[config.mk]
export PLATFORM = sky130hd
export DESIGN_NAME = jk_bank_driver
export DESIGN_NICKNAME = d
export VERILOG_FILES = /design/src/rtl/jk_bank_pkg.sv /design/src/rtl/jk_excite_lane.sv /design/src/rtl/jk_bank_driver.sv
export SDC_FILE = /design/constraint.sdc
export NUM_CORES = 1
export LEC_CHECK = 0
export ABC_AREA = 0
export BUFFER_PORTS_ARGS = -buffer_cell sky130_fd_sc_hd__buf_2
export CAP_MARGIN = 25
export CORE_MARGIN = 2
export CORE_UTILIZATION = 40
export DETAILED_ROUTE_END_ITERATION = 8
export PLACE_DENSITY_LB_ADDON = 0.15
export RECOVER_POWER = 25
export SYNTH_ARGS = -nofsm -noshare
export SYNTH_HDL_FRONTEND = slang
export SYNTH_HIERARCHICAL = 1
export SYNTH_SLANG_ARGS = --single-unit
[constraint.sdc]
create_clock -name clk -period 4 [get_ports clk]
set_input_delay 0.4 -clock clk [delete_from_list [all_inputs] [get_ports clk]]
set_output_delay 0.4 -clock clk [all_outputs]
set_load 0.05 [all_outputs]
[src/rtl/jk_bank_pkg.sv]
`default_nettype none
// ============================================================================
// jk_bank_pkg : shared FSM state type and J/K excitation codes  (rev 1.0)
// ============================================================================
package jk_bank_pkg;

  typedef enum logic [1:0] {
    S_IDLE   = 2'd0,
    S_DRIVE  = 2'd1,
    S_SETTLE = 2'd2,
    S_VERIFY = 2'd3
  } jkb_state_t;

  // {J,K} codes for one flop lane
  localparam logic [1:0] JK_HOLD = 2'b00;
  localparam logic [1:0] JK_RST  = 2'b01;
  localparam logic [1:0] JK_SET  = 2'b10;
  localparam logic [1:0] JK_TGL  = 2'b11;

endpackage
`default_nettype wire

[src/rtl/jk_excite_lane.sv]
`default_nettype none
// ============================================================================
// jk_excite_lane : per-lane J/K code from current state q and target t (rev 1.0)
// ============================================================================
module jk_excite_lane
  import jk_bank_pkg::*;
(
  input  logic       q,
  input  logic       t,
  input  logic       toggle_pref,
  output logic [1:0] code
);

  always_comb begin
    code = JK_HOLD;
    if (q != t) begin
      if (toggle_pref) code = JK_TGL;
      else if (t)      code = JK_SET;
      else             code = JK_RST;
    end
  end

endmodule
`default_nettype wire

[src/rtl/jk_bank_driver.sv]
`default_nettype none
// ============================================================================
// jk_bank_driver : drives a JK flop bank to a target with settle/verify/retry
// rev 1.0
// ============================================================================
module jk_bank_driver
  import jk_bank_pkg::*;
#(
  parameter int WD          = 8,
  parameter int SETTLE      = 1,
  parameter int MAX_RETRY   = 2,
  parameter int TOGGLE_PREF = 0
) (
  input  logic            clk,
  input  logic            reset,
  input  logic            in_valid,
  output logic            in_ready,
  input  logic [WD-1:0]   in_target,
  input  logic            in_clear,
  input  logic [WD-1:0]   q_in,
  output logic [2*WD-1:0] jk_out,
  output logic            flop_rst,
  output logic            busy,
  output logic            done,
  output logic            err
);

  localparam int CW = (SETTLE > 1) ? $clog2(SETTLE) : 1;
  localparam int RW = (MAX_RETRY > 0) ? $clog2(MAX_RETRY + 1) : 1;

  jkb_state_t      r_state, w_state_nxt;
  logic [WD-1:0]   r_target, w_target_nxt;
  logic            r_clear, w_clear_nxt;
  logic [RW-1:0]   r_retry, w_retry_nxt;
  logic [CW-1:0]   r_settle, w_settle_nxt;
  logic [2*WD-1:0] w_jk_nxt;
  logic            w_rst_nxt, w_done_nxt, w_err_nxt;
  logic            w_drive;
  logic [WD-1:0]   w_lane_tgt;
  logic            w_clr_src;
  logic [2*WD-1:0] w_code;

  // On accept the target is not latched yet, so the encoder sees the request directly
  assign w_lane_tgt = (r_state == S_IDLE) ? (in_clear ? '0 : in_target) : r_target;
  assign w_clr_src  = (r_state == S_IDLE) ? in_clear : r_clear;

  generate
    for (genvar i = 0; i < WD; i++) begin : g_lane
      jk_excite_lane u_lane (
        .q           (q_in[i]),
        .t           (w_lane_tgt[i]),
        .toggle_pref (TOGGLE_PREF != 0),
        .code        (w_code[2*i+1:2*i])
      );
    end
  endgenerate

  always_comb begin
    w_state_nxt  = r_state;
    w_target_nxt = r_target;
    w_clear_nxt  = r_clear;
    w_retry_nxt  = r_retry;
    w_settle_nxt = r_settle;
    w_jk_nxt     = '0;
    w_rst_nxt    = 1'b0;
    w_done_nxt   = 1'b0;
    w_err_nxt    = 1'b0;
    w_drive      = 1'b0;

    case (r_state)
      S_IDLE: begin
        if (in_valid) begin
          w_target_nxt = w_lane_tgt;
          w_clear_nxt  = in_clear;
          w_retry_nxt  = '0;
          w_state_nxt  = S_DRIVE;
          w_drive      = 1'b1;
        end
      end
      S_DRIVE: begin
        w_settle_nxt = CW'(SETTLE - 1);
        w_state_nxt  = S_SETTLE;
      end
      S_SETTLE: begin
        if (r_settle == '0) w_state_nxt = S_VERIFY;
        else                w_settle_nxt = r_settle - 1'b1;
      end
      S_VERIFY: begin
        if (q_in == r_target) begin
          w_done_nxt  = 1'b1;
          w_state_nxt = S_IDLE;
        end else if (r_retry < RW'(MAX_RETRY)) begin
          w_retry_nxt = r_retry + 1'b1;
          w_state_nxt = S_DRIVE;
          w_drive     = 1'b1;
        end else begin
          w_err_nxt   = 1'b1;
          w_state_nxt = S_IDLE;
        end
      end
      default: w_state_nxt = S_IDLE;
    endcase

    if (w_drive) begin
      if (w_clr_src) w_rst_nxt = 1'b1;
      else           w_jk_nxt  = w_code;
    end
  end

  always_ff @(posedge clk or negedge reset) begin
    if (!reset) begin
      r_state  <= S_IDLE;
      r_target <= '0;
      r_clear  <= 1'b0;
      r_retry  <= '0;
      r_settle <= '0;
      jk_out   <= '0;
      flop_rst <= 1'b0;
      done     <= 1'b0;
      err      <= 1'b0;
    end else begin
      r_state  <= w_state_nxt;
      r_target <= w_target_nxt;
      r_clear  <= w_clear_nxt;
      r_retry  <= w_retry_nxt;
      r_settle <= w_settle_nxt;
      jk_out   <= w_jk_nxt;
      flop_rst <= w_rst_nxt;
      done     <= w_done_nxt;
      err      <= w_err_nxt;
    end
  end

  assign in_ready = (r_state == S_IDLE);
  assign busy     = (r_state != S_IDLE);

endmodule
`default_nettype wire

==> impl_metrics.toml, run 1 <==
[critical_path]
worstSetupEndpointType = "primary output"
cpPeakStageDelay_ns = 0.37
r2r_slack_ns = 1.97
crit_type = "register to primary output"
crit_top_cell = "inv_1"
r2r_cells = 7
crit_end = "busy"
path_delay_family = "buffers and inverters"
worst-path-stages = 4
worstSetupStartpointType = "register"
cp_num_buf_inv = 3
r2r_start = "r_state[0]$_DFFE_PN0P_"
worstPathMaxFanout = 17
startpoint = "r_state[0]$_DFFE_PN0P_"
crit_chain = "inv_1 -> ha_1 -> inv_1 -> buf_2"
r2r_end = "jk_out[5]$_DFF_PN0_"
arrival_ns = 1.69
crit_slowest_cell = "dfrtp_1"
required_ns = 3.60

[sta]
rsz0062_at_grt = "no"
relSlewSlack_pct = -14.13
finalCriticalPeriod_ns = 2.090
hold_violations = 0
finalMaxSlewViolations = 33
setup-tns-final_ns = 0
setup_viol = 0
finalClockSkew_ns = 0.005402
fmax_mhz = 478.4
post-route-period-util_pct = 52.25
tightest_slew_ns = 1.712
fin_ws_ns = 1.910

[power_and_ir_drop]
power.clock.fraction_pct = 17.0
p_sw_uw = 720.3
p_leak_nw = 1.079
ir_drop_uv = 231.8
power_frac_seq_pct = 31.3
internal-power_uw = 795.9
switching_share_pct = 47.51
powerDensity_nw_per_um2 = 710.3
design_power_total_mw = 1.516
comb_power_share_pct = 51.7

[clock_tree]
cts_max_level = 2
postCtsHoldBufs = 0
cts_inserted_buffers = 5
clk_latency_ns = 0.28
cts_buffer_depth = 2
post-cts-setup-buffer-count = 0
clock_sinks = 32
cts_resized = 0
cts_tree = "yes"
path_clk_slew_ns = 0.07
cts-root-buf = "clkbuf_8"

[routing]
drtIter0Drc = 73
wl_per_cell_um = 11.97
drc = 0
drt-pass1-iter-count = 4
route.vias.total = 1383
wirelength_um = 3531
ant_nets = 0
vias_per_cell = 4.688

[synth]
ys.flop_type = "dfrtp_1"
yosys.cell_types.count = 29
synth.area.top_cells = "dfrtp_1, mux2i_1, a211oi_1"
syn_area_um2 = 1760
synth_cells = 188
async_flop_share_pct = 100.0
avgSynthCellArea_um2 = 9.364
ys_seq_elements = 32
yosysWarnings = 6
synth_area_leader_cell = "dfrtp_1"
synth_edf_count = 0
synthTopCellsByCount = "nand2_1, dfrtp_1, inv_1, o21ai_0"
synth_most_common_cell = "nand2_1"
yosysSeqAreaShare_pct = 45.49
yosysTopAreaCellShare_pct = 45.49

[status]
status = "finished, violations left"
violations = "max-capacitance violations, max-slew violations"

[global_routing]
antenna_found_initial = 0
grt_pass1_vias = 1238
grt-ovfl-total = 0
grt_max_degree = 35
grt_pass1_wl_um = 5968
track_usage_pct = 15.36

[floorplanning]
core_um2 = 4294
pin_count = 41
start_util_pct = 41.00
die_area_um2 = 4948
fp.dieH_um = 70.34
die_x_um = 70.34
num_rows = 24

[layout]
finalCoreUtilization_pct = 49.71
num-nets-final = 265
area_growth_pct = 21.25
nFillCells = 426
num_antenna_cells = 0
drive_above_1_share_pct = 22.22

[place]
dp_slack_ns = 1.985
place.gp.congestion = 0.7699
dp_hpwl_um = 2658
portBuffers = 40

[flow_run]
drv_cap = 1

[min_path]
min_path_type = "input port to register"
[stage by stage]
stage / cell area [µm²] / hold WS, ns / cells
final: 2135 / 0.4016 / 295
after global routing: 2135 / 0.4012 / 295
after CTS: 2136 / 0.1879 / 295
after detailed placement: 2043 / 0.4988 / 287
after global placement: 2043 / 0.4893 / 287
after floorplan: 1817 / 0.1044 / 203
[routing by layer]
layer	vias to the layer above	global-route usage, %	routed length, µm
met5	-	0	0
met4	0	5.342	46
met3	6	4.906	177
met2	30	21.70	1511
met1	614	22.04	1796
li1	733	-	-
[state kept, by name, summed over array words and instances, names as in the netlist]
register	cells
r_clear	1
err	1
r_target	8
r_state	2
done	1
jk_out	16
r_retry	2
flop_rst	1
[worst min-delay path, delay by kind of cell]
family          cells  cell delay (ns)
compound gates      1             0.07
buf+inv             1             0.09
simple gates        1             0.08
[layout make-up]
type / count / area, µm² / share of cell area (%)
flip-flops and latches: 32 / 800.8 / 37.51
repair buffers: 40 / 198.9 / 9.320
multi-input cells: 143 / 902.1 / 42.26
clock buffers: 6 / 82.58 / 3.869
inverters: 20 / 75.07 / 3.517
well taps: 52 / 65.06 / 3.048
clock inverters: 2 / 10.01 / 0.4689
[worst min path at each step]
stage,end,slack [ns],startpoint,cells after the start
detailed placement,jk_out[14]$_DFF_PN0_,0.50,reset,1
floorplan,done$_DFF_PN0_,0.10,reset,0
CTS,r_target[7]$_DFFE_PN0P_,0.19,reset,1
global placement,r_clear$_DFFE_PN0P_,0.49,r_clear$_DFFE_PN0P_,1
global route,r_target[0]$_DFFE_PN0P_,0.40,in_target[0],3
finish,r_target[7]$_DFFE_PN0P_,0.40,in_target[7],3
[power groups by stage]
stage | Combinational, mW | Sequential [mW] | Clock, mW
6_report | 0.784 | 0.475 | 0.258
5_1_grt | 0.867 | 0.485 | 0.276
4_1_cts | 0.787 | 0.474 | 0.266
3_5_place_dp | 0.785 | 0.481 | 0
3_3_place_gp | 0.780 | 0.479 | 0
2_1_floorplan | 0.498 | 0.618 | 0
[cells in the final DEF, fill, tap and decap left out, types with 6 or more instances in the layout]
cell	instances
conb_1	16
nand2b_1	9
inv_1	20
mux2i_1	17
xnor2_1	8
clkbuf_8	6
o21ai_0	18
dfrtp_1	32
buf_2	39
a211oi_1	17
nand2_1	34
[logic make-up (layout without fill, tap and decap cells)]
| kind of cell | after synthesis | after routing | synth area share [%] |
|---|---|---|---|
| DFF | 32 | 32 | 45.49 |
| and+or+nand+nor | 55 | 55 | 14.85 |
| muxes | 19 | 19 | 10.95 |
| adders and majority gates | 3 | 3 | 2.132 |
| other | 1 | 16 | 0.2130 |
| buffers and inverters | 28 | 68 | 6.467 |
| xor gates and xnor gates | 8 | 8 | 3.980 |
| AOI/OAI and AO/OA | 42 | 42 | 15.92 |
Note: power is estimated with default switching activity, not from simulation.
==> inputs of run 2 (changes only) <==
ABC_AREA = 1   (was 0)
clock period = 1.9 ns   (was 4 ns; I/O delays follow)
==> impl_metrics.toml, run 2 <==
[status]
status = "complete, no violations"

[power_and_ir_drop]
internal-power_mw = 1.595
switching_share_pct = 50.01
p_leak_nw = 1.185
power.clock.fraction_pct = 15.3
comb_power_share_pct = 54.1
power_frac_seq_pct = 30.6
ir_drop_uv = 813.1
p_sw_mw = 1.595
powerDensity_nw_per_um2 = 1448

[routing]
drc = 0
drtIter0Drc = 45
wl_per_cell_um = 9.305
route.vias.total = 1537
drt-pass1-iter-count = 4
wirelength_um = 3387
vias_per_cell = 4.223
ant_nets = 0

[critical_path]
arrival_ns = 1.51
worstSetupEndpointType = "primary output"
worstSetupStartpointType = "register"
r2r_start = "r_state[1]$_DFFE_PN0P_"
r2r_cells = 12
worstPathMaxFanout = 8
r2r_end = "jk_out[15]$_DFF_PN0_"
required_ns = 1.71
r2r_slack_ns = 0.24
crit_type = "register to primary output"

[sta]
post-route-period-util_pct = 89.43
fin_hold_ws_ns = 0.1796
fmax_mhz = 588.5
relSlewSlack_pct = 47.45
finalMaxSlewViolations = 0
finalCriticalPeriod_ns = 1.699
setup-tns-final_ns = 0
finalClockSkew_ns = 0.009181
rsz0062_at_grt = "no"
tightest_slew_ns = 0.7882
hold_violations = 0
setup_viol = 0

[layout]
final_cell_mix = "nand2_1, nor2_1, dfrtp_1"
regMostFlops = "jk_out"
num-nets-final = 335
largest_registers = "jk_out: 16 flops, r_target: 8 flops"
drive_above_1_share_pct = 18.91
final_common_cell = "nand2_1"
nFillCells = 460
num_antenna_cells = 0
area_growth_pct = 20.04
largest_reg_flops = 16

[synth]
ys_seq_elements = 32
ys.flop_type = "dfrtp_1"
synth_area_leader_cell = "dfrtp_1"
synth_most_common_cell = "nand2_1"
yosys.cell_types.count = 25
yosysTopAreaCellShare_pct = 43.63
syn_area_um2 = 1836
yosysWarnings = 6
yosysSeqAreaShare_pct = 43.63
avgSynthCellArea_um2 = 7.313
async_flop_share_pct = 100.0
synth_cells = 251
synth_edf_count = 0
synth.area.top_cells = "dfrtp_1, nand2_1, nor2_1"
synthTopCellsByCount = "nand2_1, nor2_1, dfrtp_1, inv_1, o21ai_0"

[floorplanning]
num_rows = 24
die_area_um2 = 5147
pin_count = 41
core_um2 = 4384
die_x_um = 71.74
fp.dieH_um = 71.74
start_util_pct = 41.87

[clock_tree]
post-cts-setup-buffer-count = 0
cts_inserted_buffers = 5
clock_sinks = 32
clk_latency_ns = 0.28
cts_max_level = 2
path_clk_slew_ns = 0.07
cts_tree = "yes"
cts-root-buf = "clkbuf_8"
cts_buffer_depth = 2

[place]
dp_hpwl_um = 2539
place.gp.congestion = 0.8136
portBuffers = 40

[global_routing]
grt_max_degree = 33
track_usage_pct = 15.25
grt-ovfl-total = 0
grt_pass1_vias = 1389
grt_pass1_wl_um = 5996
antenna_found_initial = 0

[min_path]
holdPathStages = 3
min_path_type = "input port to register"
hp-start = "in_target[3]"
min_to = "r_target[3]$_DFFE_PN0P_"

[flow_run]
drv_cap = 0
==> run 2: stage by stage <==
step,power [mW],instances,setup slack (ns),util (%),area (µm²)
5_1_grt,3.502,364,0.01191,50.26,2203
3_5_place_dp,2.729,356,0.1880,48.46,2125
2_1_floorplan,2.495,266,0.01207,-,1894
6_report,3.190,364,0.2008,50.26,2203
4_1_cts,3.229,364,0.1592,50.46,2212
3_3_place_gp,2.712,356,0.2023,48.46,2125
==> run 2: worst max-delay path by stage <==
stage / from / endpoint / slack (ns)
global route: r_state[1]$_DFFE_PN0P_ / jk_out[15]$_DFF_PN0_ / 0.01
finish: r_state[1]$_DFFE_PN0P_ / in_ready / 0.20
CTS: r_state[1]$_DFFE_PN0P_ / jk_out[8]$_DFF_PN0_ / 0.16
global placement: r_state[1]$_DFFE_PN0P_ / jk_out[15]$_DFF_PN0_ / 0.20
detailed placement: r_state[1]$_DFFE_PN0P_ / jk_out[15]$_DFF_PN0_ / 0.19
floorplan: r_state[0]$_DFFE_PN0P_ / jk_out[15]$_DFF_PN0_ / 0.01
==> run 2: timing repair <==
item	CTS	global route
hold endpoints to repair	32	0
endpoints found under the setup margin	0	7
resized for setup	0	9
hold buffers	1	0
==> run 2: area by class of cell <==
type,instances,area [µm²],share of cell area (%)
clock buffers,6,72.57,3.294
clock inverters,1,5.005,0.2271
well taps,52,65.06,2.953
multi-input cells,197,929.6,42.19
inverters,33,128.9,5.849
flip-flops and latches,32,800.8,36.34
repair buffers,43,201.4,9.143
==> run 2: cell families (layout without fill, tap and decap cells) <==
logic type                 after synthesis  after routing  share of synthesized area [%]
muxes                                    1              1                         0.6135
AOI/OAI and AO/OA                       17             17                          5.726
adders and majority gates                3              3                          2.045
and+or+nand+nor                        157            157                          36.61
buffers and inverters                   37             83                          9.748
other                                    1             16                         0.2043
xor gates and xnor gates                 3              3                          1.432
DFF                                     32             32                          43.63
==> run 2: per-layer routing <==
layer	wire [µm]	vias up	track usage [%]
met5	0	-	0
met4	82	0	7.757
met3	172	7	3.797
met2	1562	32	23.87
met1	1569	648	19.57
li1	-	850	-
==> run 2: worst max-delay path, stage by stage, from the launching register on <==
cell and delay (ns):
dfrtp_1 0.39, inv_1 0.11, ha_2 0.23, buf_4 0.21
buf_2 0.29
==> run 2: power groups by stage <==
stage	Combinational, mW	Sequential, mW	Clock (mW)
final	1.73	0.977	0.487
after global routing	1.95	1.01	0.542
after CTS	1.75	0.973	0.507
after detailed placement	1.74	0.985	0
after global placement	1.73	0.981	0
after floorplan	1.23	1.26	0
